## src/rtl/sched_step_ctrl_if.sv

```systemverilog
// rtl/sched_step_ctrl_if.sv - handshake and configuration bundle for sched_step_ctrl
// Signals:
//   clk_en, flush, enable, start           : control from the host side
//   dimensionality, ranges, sched_strides,
//   sched_starting_addr                     : schedule configuration
//   step_ready                              : consumer accepts step this cycle
//   step, busy, done                        : controller outputs
// Modports: master = host/consumer side, slave = sched_step_ctrl.
interface sched_step_ctrl_if #(
    parameter int ITERATOR_SUPPORT = 6,
    parameter int CONFIG_WIDTH     = 16
);
    logic                                              clk_en;
    logic                                              flush;
    logic                                              enable;
    logic                                              start;
    logic [3:0]                                        dimensionality;
    logic [ITERATOR_SUPPORT-1:0][CONFIG_WIDTH-1:0]     ranges;
    logic [ITERATOR_SUPPORT-1:0][CONFIG_WIDTH-1:0]     sched_strides;
    logic [CONFIG_WIDTH-1:0]                           sched_starting_addr;
    logic                                              step_ready;
    logic                                              step;
    logic                                              busy;
    logic                                              done;

    modport master (
        output clk_en, flush, enable, start, dimensionality, ranges,
               sched_strides, sched_starting_addr, step_ready,
        input  step, busy, done
    );

    modport slave (
        input  clk_en, flush, enable, start, dimensionality, ranges,
               sched_strides, sched_starting_addr, step_ready,
        output step, busy, done
    );
endinterface

```

## src/rtl/sched_step_ctrl.sv

```systemverilog
// rtl/sched_step_ctrl.sv - cycle-schedule step sequencer for an address generator
// Ports:
//   clk, rst_n   : clock, synchronous active-low reset
//   bus (slave)  : control, schedule configuration, step/step_ready handshake,
//                  busy/done status (see sched_step_ctrl_if)
//   stall_cycles : count of stalled step cycles, present only when
//                  SCHED_STEP_CTRL_STALL_CNT_EN is defined
module sched_step_ctrl #(
    parameter int ITERATOR_SUPPORT = 6,
    parameter int CONFIG_WIDTH     = 16
) (
    input  logic                    clk,
    input  logic                    rst_n,
    sched_step_ctrl_if.slave        bus
`ifdef SCHED_STEP_CTRL_STALL_CNT_EN
    ,
    output logic [CONFIG_WIDTH-1:0] stall_cycles
`endif
);
    localparam int N = ITERATOR_SUPPORT;
    localparam int W = CONFIG_WIDTH;

    typedef enum logic [1:0] {
        ST_IDLE = 2'd0,
        ST_RUN  = 2'd1,
        ST_DONE = 2'd2
    } state_t;

    state_t       state;
    state_t       state_nxt;

    logic [W-1:0] dim_counter [N];
    logic [W-1:0] current_loc [N];
    logic [W-1:0] cycle_count;
    logic [W-1:0] range_last  [N];
    logic [N-1:0] at_last;
    logic [N-1:0] update;
    logic [3:0]   dim_eff;
    logic [W-1:0] sched_addr;
    logic         final_hit;
    logic         step;
    logic         accept;
    logic         stall;
    logic         start_go;
    logic         do_flush;

    // Dimensionality beyond the hardware loop count is clamped.
    assign dim_eff = (bus.dimensionality > 4'(N)) ? 4'(N) : bus.dimensionality;

    always_comb begin
        sched_addr = bus.sched_starting_addr;
        update     = '0;
        at_last    = '0;
        final_hit  = 1'b0;
        for (int i = 0; i < N; i++) begin
            // A zero range behaves as a single iteration.
            range_last[i] = (bus.ranges[i] == '0) ? '0 : bus.ranges[i] - 1'b1;
            at_last[i]    = (dim_counter[i] == range_last[i]);
            if (i < int'(dim_eff)) begin
                sched_addr = sched_addr + current_loc[i];
            end
        end
        // Carry chain: dim i moves only when every inner dim is at its last value.
        update[0] = 1'b1;
        for (int i = 1; i < N; i++) begin
            update[i] = update[i-1] & at_last[i-1];
        end
        for (int i = 0; i < N; i++) begin
            if (i == int'(dim_eff) - 1) begin
                final_hit = update[i] & at_last[i];
            end
        end
    end

    assign do_flush = bus.clk_en & bus.flush;
    assign start_go = bus.clk_en & bus.start & bus.enable & (state != ST_RUN);
    assign step     = bus.clk_en & (state == ST_RUN) & (cycle_count >= sched_addr);
    assign accept   = step & bus.step_ready;
    assign stall    = step & ~bus.step_ready;

    always_comb begin
        state_nxt = state;
        if (do_flush) begin
            state_nxt = ST_IDLE;
        end else begin
            case (state)
                ST_IDLE, ST_DONE: begin
                    if (start_go) begin
                        state_nxt = (dim_eff == '0) ? ST_DONE : ST_RUN;
                    end
                end
                ST_RUN: begin
                    if (accept && final_hit) begin
                        state_nxt = ST_DONE;
                    end
                end
                default: state_nxt = ST_IDLE;
            endcase
        end
    end

    always_ff @(posedge clk) begin
        if (!rst_n) begin
            state <= ST_IDLE;
        end else if (bus.clk_en) begin
            state <= state_nxt;
        end
    end

    always_ff @(posedge clk) begin
        if (!rst_n) begin
            cycle_count <= '0;
            for (int i = 0; i < N; i++) begin
                dim_counter[i] <= '0;
                current_loc[i] <= '0;
            end
        end else if (bus.clk_en) begin
            if (do_flush || start_go) begin
                // Zeroing here makes the first RUN cycle see cycle_count == 0.
                cycle_count <= '0;
                for (int i = 0; i < N; i++) begin
                    dim_counter[i] <= '0;
                    current_loc[i] <= '0;
                end
            end else if (state == ST_RUN) begin
                if (!stall && cycle_count != '1) begin
                    cycle_count <= cycle_count + 1'b1;
                end
                if (accept) begin
                    for (int i = 0; i < N; i++) begin
                        if (i < int'(dim_eff) && update[i]) begin
                            if (at_last[i]) begin
                                dim_counter[i] <= '0;
                                current_loc[i] <= '0;
                            end else begin
                                dim_counter[i] <= dim_counter[i] + 1'b1;
                                current_loc[i] <= current_loc[i] + bus.sched_strides[i];
                            end
                        end
                    end
                end
            end
        end
    end

`ifdef SCHED_STEP_CTRL_STALL_CNT_EN
    always_ff @(posedge clk) begin
        if (!rst_n) begin
            stall_cycles <= '0;
        end else if (bus.clk_en) begin
            if (do_flush || start_go) begin
                stall_cycles <= '0;
            end else if (stall && stall_cycles != '1) begin
                stall_cycles <= stall_cycles + 1'b1;
            end
        end
    end
`endif

    assign bus.step = step;
    assign bus.busy = (state == ST_RUN);
    assign bus.done = (state == ST_DONE);
endmodule
```

## src/flat_wrapper.sv

```systemverilog
// flat-port wrapper written by rule: the top's interface ports become plain ports
module sched_step_ctrl_flat 
#(
    parameter int ITERATOR_SUPPORT = 6,
    parameter int CONFIG_WIDTH     = 16
)
  (clk, rst_n, bus_clk_en, bus_flush, bus_enable, bus_start, bus_dimensionality, bus_ranges, bus_sched_strides, bus_sched_starting_addr, bus_step_ready, bus_step, bus_busy, bus_done);
  sched_step_ctrl_if #(.ITERATOR_SUPPORT(ITERATOR_SUPPORT), .CONFIG_WIDTH(CONFIG_WIDTH)) bus_i ();
  input  logic clk;
  input  logic rst_n;
  input wire logic [$bits(bus_i.clk_en)-1:0] bus_clk_en;
  input wire logic [$bits(bus_i.flush)-1:0] bus_flush;
  input wire logic [$bits(bus_i.enable)-1:0] bus_enable;
  input wire logic [$bits(bus_i.start)-1:0] bus_start;
  input wire logic [$bits(bus_i.dimensionality)-1:0] bus_dimensionality;
  input wire logic [$bits(bus_i.ranges)-1:0] bus_ranges;
  input wire logic [$bits(bus_i.sched_strides)-1:0] bus_sched_strides;
  input wire logic [$bits(bus_i.sched_starting_addr)-1:0] bus_sched_starting_addr;
  input wire logic [$bits(bus_i.step_ready)-1:0] bus_step_ready;
  output wire logic [$bits(bus_i.step)-1:0] bus_step;
  output wire logic [$bits(bus_i.busy)-1:0] bus_busy;
  output wire logic [$bits(bus_i.done)-1:0] bus_done;
  assign bus_i.clk_en = bus_clk_en;
  assign bus_i.flush = bus_flush;
  assign bus_i.enable = bus_enable;
  assign bus_i.start = bus_start;
  assign bus_i.dimensionality = bus_dimensionality;
  assign bus_i.ranges = bus_ranges;
  assign bus_i.sched_strides = bus_sched_strides;
  assign bus_i.sched_starting_addr = bus_sched_starting_addr;
  assign bus_i.step_ready = bus_step_ready;
  assign bus_step = bus_i.step;
  assign bus_busy = bus_i.busy;
  assign bus_done = bus_i.done;
  sched_step_ctrl #(.ITERATOR_SUPPORT(ITERATOR_SUPPORT), .CONFIG_WIDTH(CONFIG_WIDTH)) u_core (.clk(clk), .rst_n(rst_n), .bus(bus_i));
endmodule
```

## config.mk

```make
export PLATFORM = sky130hd
export DESIGN_NAME = sched_step_ctrl_flat
export DESIGN_NICKNAME = d
export VERILOG_FILES = /design/src/rtl/sched_step_ctrl_if.sv /design/src/rtl/sched_step_ctrl.sv /design/src/flat_wrapper.sv
export SDC_FILE = /design/constraint.sdc
export NUM_CORES = 1
export LEC_CHECK = 0
export CAP_MARGIN = 0
export CORE_MARGIN = 8
export CORE_UTILIZATION = 30
export DETAILED_ROUTE_END_ITERATION = 12
export SYNTH_ARGS = -nofsm -noshare
export SYNTH_HDL_FRONTEND = slang
export SYNTH_SLANG_ARGS = --single-unit
```

## constraint.sdc

```tcl
create_clock -name clk -period 18.1 [get_ports clk]
set_input_delay 4.525 -clock clk [delete_from_list [all_inputs] [get_ports clk]]
set_output_delay 4.525 -clock clk [all_outputs]
set_load 0.05 [all_outputs]
```

==> metrics.txt <==
# TYPE chip_impl_metric gauge
chip_impl_metric{name="worst-slew-pin-transition",unit="ns"} 1.196
chip_impl_metric{name="fraction_of_registers_with_async_set_or_reset_after_synthesis",unit="%"} 0
chip_impl_metric{name="io_pins",unit=""} 222
chip_impl_metric{name="worst_vdd_ir",unit="mV"} 0.06437
chip_impl_metric{name="grt_usage",unit="%"} 15.05
chip_impl_metric{name="grt_antenna_before_repair",unit=""} 11
chip_impl_metric{name="die_x",unit="um"} 288.6
chip_impl_metric{name="power",unit="mW"} 2.741
chip_impl_info{name="crit_path_frequent_cell",value="sky130_fd_sc_hd__buf_4"} 1
chip_impl_metric{name="initialDrtViolationCount",unit=""} 1144
chip_impl_metric{name="power_density",unit="nW/um^2"} 93.81
chip_impl_info{name="synth_ff_type",value="sky130_fd_sc_hd__edfxtp_1"} 1
chip_impl_metric{name="core-area",unit="um^2"} 74070
chip_impl_metric{name="clk_path_buf_depth",unit=""} 3
chip_impl_metric{name="post_synth.cell_area_avg",unit="um^2"} 8.388
chip_impl_info{name="yosys-top-cells-area",value="sky130_fd_sc_hd__edfxtp_1, sky130_fd_sc_hd__ha_1, sky130_fd_sc_hd__xnor2_1"} 1
chip_impl_metric{name="post_cts_hold_buffer_count",unit=""} 0
chip_impl_metric{name="grt_pass1_vias",unit=""} 19657
chip_impl_metric{name="worstPathBufferInverterCount",unit=""} 13
chip_impl_metric{name="intPower",unit="mW"} 1.698
chip_impl_info{name="critical-path-top-delay-family",value="compound AO/OA/AOI/OAI gates"} 1
chip_impl_metric{name="layout-drive-gt1-share",unit="%"} 16.06
chip_impl_metric{name="critPathMaxStageDelay",unit="ns"} 0.40
chip_impl_metric{name="clock_group_share_of_total_power",unit="%"} 18.7
chip_impl_metric{name="synth.lib_cells_used.distinct",unit=""} 88
chip_impl_metric{name="multiInputGateArea",unit="um^2"} 16190
chip_impl_metric{name="holdWs",unit="ns"} 0.4830
chip_impl_metric{name="power.share.sequential",unit="%"} 21.2
chip_impl_metric{name="synth_edf_count",unit=""} 192
chip_impl_metric{name="synth_nets",unit=""} 3109
chip_impl_info{name="outcome",value="finished clean"} 1
chip_impl_metric{name="final_count_of_hold_timing_violations",unit=""} 0
chip_impl_info{name="worst-setup-path-type",value="input port to output port"} 1
chip_impl_metric{name="ys.warnings.count",unit=""} 0
chip_impl_metric{name="detailroute.via_count",unit=""} 20652
chip_impl_metric{name="final_net_count",unit=""} 3564
chip_impl_metric{name="finish.utilization",unit="%"} 39.44
chip_impl_metric{name="worst-endpoint-required",unit="ns"} 13.57
chip_impl_metric{name="grt_pass1_wl",unit="um"} 103100
chip_impl_metric{name="setup_violations",unit=""} 0
chip_impl_metric{name="yosysTopAreaCellShare",unit="%"} 25.86
chip_impl_metric{name="placement_rows",unit=""} 100
chip_impl_metric{name="ctsHtreeMaxLevel",unit=""} 1
chip_impl_metric{name="route.detailed.drc",unit=""} 0
chip_impl_metric{name="grt_max_degree",unit=""} 34
chip_impl_metric{name="detailedRoute.firstPassIterationCount",unit=""} 5
chip_impl_metric{name="final_worst_clock_skew",unit="ns"} 0.01196
chip_impl_info{name="synthDominantAreaCellType",value="sky130_fd_sc_hd__edfxtp_1"} 1
chip_impl_metric{name="fillerInstances",unit=""} 7448
chip_impl_metric{name="sequential_fraction_of_the_synthesis_area",unit="%"} 27.48
chip_impl_metric{name="die_h",unit="um"} 288.6
chip_impl_metric{name="post_cts_clock_slew_at_the_launch_and_capture_registers_of_the_worst_setup_and_hold_paths",unit="ns"} 0.06
chip_impl_metric{name="achievable-frequency",unit="MHz"} 56.17
chip_impl_metric{name="port_buffers",unit=""} 221
chip_impl_info{name="timing.critical_path.to_type",value="output port"} 1
chip_impl_metric{name="p_comb_share",unit="%"} 60.1
chip_impl_metric{name="crit_path_max_fanout",unit=""} 3
chip_impl_metric{name="syn_inst",unit=""} 2658
chip_impl_metric{name="start_util",unit="%"} 30.10
chip_impl_metric{name="power.net_switching",unit="mW"} 1.042
chip_impl_metric{name="postRouteWirelength",unit="um"} 66050
chip_impl_metric{name="wl_per_cell",unit="um"} 16.08
chip_impl_metric{name="ys_seq_elements",unit=""} 210
chip_impl_metric{name="tritoncts_num_sinks",unit=""} 210
chip_impl_metric{name="final-seq-area",unit="um^2"} 6126
chip_impl_metric{name="tcrit_tclk_final",unit="%"} 98.37
chip_impl_metric{name="switching_share",unit="%"} 38.02
chip_impl_metric{name="areaGrowthSynthToFinish",unit="%"} 31.03
chip_impl_info{name="synthTopCellsByCount",value="sky130_fd_sc_hd__nor2_1, sky130_fd_sc_hd__ha_1, sky130_fd_sc_hd__edfxtp_1, sky130_fd_sc_hd__a21oi_1, sky130_fd_sc_hd__nand2_1"} 1
chip_impl_metric{name="postRouteAntennaNets",unit=""} 0
chip_impl_metric{name="global_route.overflow_total",unit=""} 0
chip_impl_info{name="tritoncts",value="built"} 1
chip_impl_info{name="root_buffer",value="sky130_fd_sc_hd__clkbuf_16"} 1
chip_impl_metric{name="maxCapViolations",unit=""} 0
chip_impl_metric{name="p_leak",unit="nW"} 11.68
chip_impl_metric{name="mappedNetlistArea",unit="um^2"} 22300
chip_impl_metric{name="place.detailed.hpwl",unit="um"} 51690
chip_impl_metric{name="insertion_delay",unit="ns"} 0.56
chip_impl_metric{name="crit_arrival",unit="ns"} 13.28
chip_impl_info{name="grt_setup_unrepaired",value="true"} 1
chip_impl_metric{name="drt-vias-per-instance",unit=""} 5.027
chip_impl_metric{name="max-slew-margin-rel",unit="%"} 19.97
chip_impl_info{name="cp-start-kind",value="input port"} 1
chip_impl_metric{name="gpl.final_weighted_congestion",unit=""} 0.8789
chip_impl_metric{name="dieArea",unit="um^2"} 83300
chip_impl_info{name="holdCritPathClass",value="flip-flop to flip-flop"} 1
chip_impl_metric{name="cts_buffers",unit=""} 27
chip_impl_info{name="yosysMostFrequentCell",value="sky130_fd_sc_hd__nor2_1"} 1
chip_impl_info{name="slowest_stage",value="sky130_fd_sc_hd__or3_4"} 1
chip_impl_metric{name="period_needed",unit="ns"} 17.80
chip_impl_metric{name="slew_violations",unit=""} 0
layout make-up:
| cell class | count | area share [%] |
|---|---|---|
| Antenna cell | 7 | 0.05996 |
| Clock buffer | 38 | 2.523 |
| Clock inverter | 10 | 0.2484 |
| Inverter | 159 | 2.052 |
| Multi-Input combinational cell | 2224 | 55.41 |
| Sequential cell | 210 | 20.97 |
| Tap cell | 969 | 4.150 |
| Timing Repair Buffer | 491 | 14.59 |
stage by stage:
stage / TNS [ns] / instance area [um^2] / std cells / setup WS [ns]
final: 0 / 29210 / 4108 / 0.2958
after CTS: 0 / 28540 / 4084 / 0.001926
after global placement: -0.7664 / 27300 / 4019 / -0.7664
after global routing: -0.1099 / 29210 / 4107 / -0.1099
after detailed placement: -1.070 / 27300 / 4019 / -1.070
after floorplan: 0 / 22320 / 2658 / 0.01319
tightest hold or removal path: stages (launching register included):
cell,delay (ns)
sky130_fd_sc_hd__dfxtp_1,0.32
sky130_fd_sc_hd__nand2_1,0.06
sky130_fd_sc_hd__mux2i_1,0.06
power by group through the flow:
| stage | Sequential, mW | Combinational, mW | Clock (mW) |
|---|---|---|---|
| detailed placement | 0.591 | 1.46 | 0 |
| global placement | 0.590 | 1.45 | 0 |
| global route | 0.585 | 1.82 | 0.547 |
| finish | 0.582 | 1.65 | 0.513 |
| floorplan | 0.578 | 0.883 | 0 |
| CTS | 0.581 | 1.53 | 0.531 |
repair_timing:
action | in CTS | in global routing
pin swaps | 36 | 82
resized for setup | 77 | 127
endpoints found under the setup margin | 1 | 1
setup buffers | 17 | 17
cells in the final DEF (no fill, tap or decap), types with 28 or more instances in the layout:
cell type,count
sky130_fd_sc_hd__nor2_1,341
sky130_fd_sc_hd__buf_4,268
sky130_fd_sc_hd__clkdlybuf4s50_1,209
sky130_fd_sc_hd__ha_1,194
sky130_fd_sc_hd__edfxtp_1,192
sky130_fd_sc_hd__nand2_1,162
sky130_fd_sc_hd__xnor2_1,155
sky130_fd_sc_hd__inv_1,154
sky130_fd_sc_hd__xor2_1,146
sky130_fd_sc_hd__a21oi_1,140
sky130_fd_sc_hd__nor3_1,122
sky130_fd_sc_hd__o21ai_0,105
sky130_fd_sc_hd__nand3_1,84
sky130_fd_sc_hd__and3_1,48
sky130_fd_sc_hd__nor2b_1,42
sky130_fd_sc_hd__a21o_1,39
sky130_fd_sc_hd__nand4_1,36
sky130_fd_sc_hd__mux2i_1,32
sky130_fd_sc_hd__a21oi_2,28
path summary, 6_finish.rpt:
check                           startpoint                   endpoint  slack (ns)  cells past startpoint
setup reg to reg  u_core.current_loc[0][1]  u_core.current_loc[0][45]        6.99                     54
hold reg to reg            u_core.state[1]            u_core.state[1]        0.48                      2
setup / recovery     bus_dimensionality[1]                   bus_step        0.30                     52
hold / removal             u_core.state[1]            u_core.state[1]        0.48                      2
flip-flops by register name, indices dropped and copies added, names as in the netlist:
| register | flops |
|---|---|
| u_core.state | 2 |
| u_core.dim_counter | 96 |
| u_core.current_loc | 96 |
| u_core.cycle_count | 16 |
cells by family (layout without fill, tap and decap cells):
group	count (synthesis)	in the layout	share of synthesized area [%]
buffers and inverters	224	698	3.861
multiplexers	61	61	2.896
other	0	7	0
flip-flops	210	210	27.48
AO/OA/AOI/OAI	575	575	16.50
adder cells (fa/ha/maj)	232	232	13.42
AND/OR/NAND/NOR	1050	1050	23.69
XOR/XNOR	306	306	12.14
metal layers:
layer / GRT usage, % / part of all wire [%] / vias up / wire (um)
met1: 20.36 / 47 / 9584 / 30830
met2: 25.08 / 46 / 347 / 30550
met5: 0 / 0.073 / - / 48
met3: 2.666 / 5.2 / 75 / 3450
met4: 2.955 / 1.8 / 8 / 1170
li1: - / - / 10638 / -
Note: power is estimated with default switching activity, not from simulation.
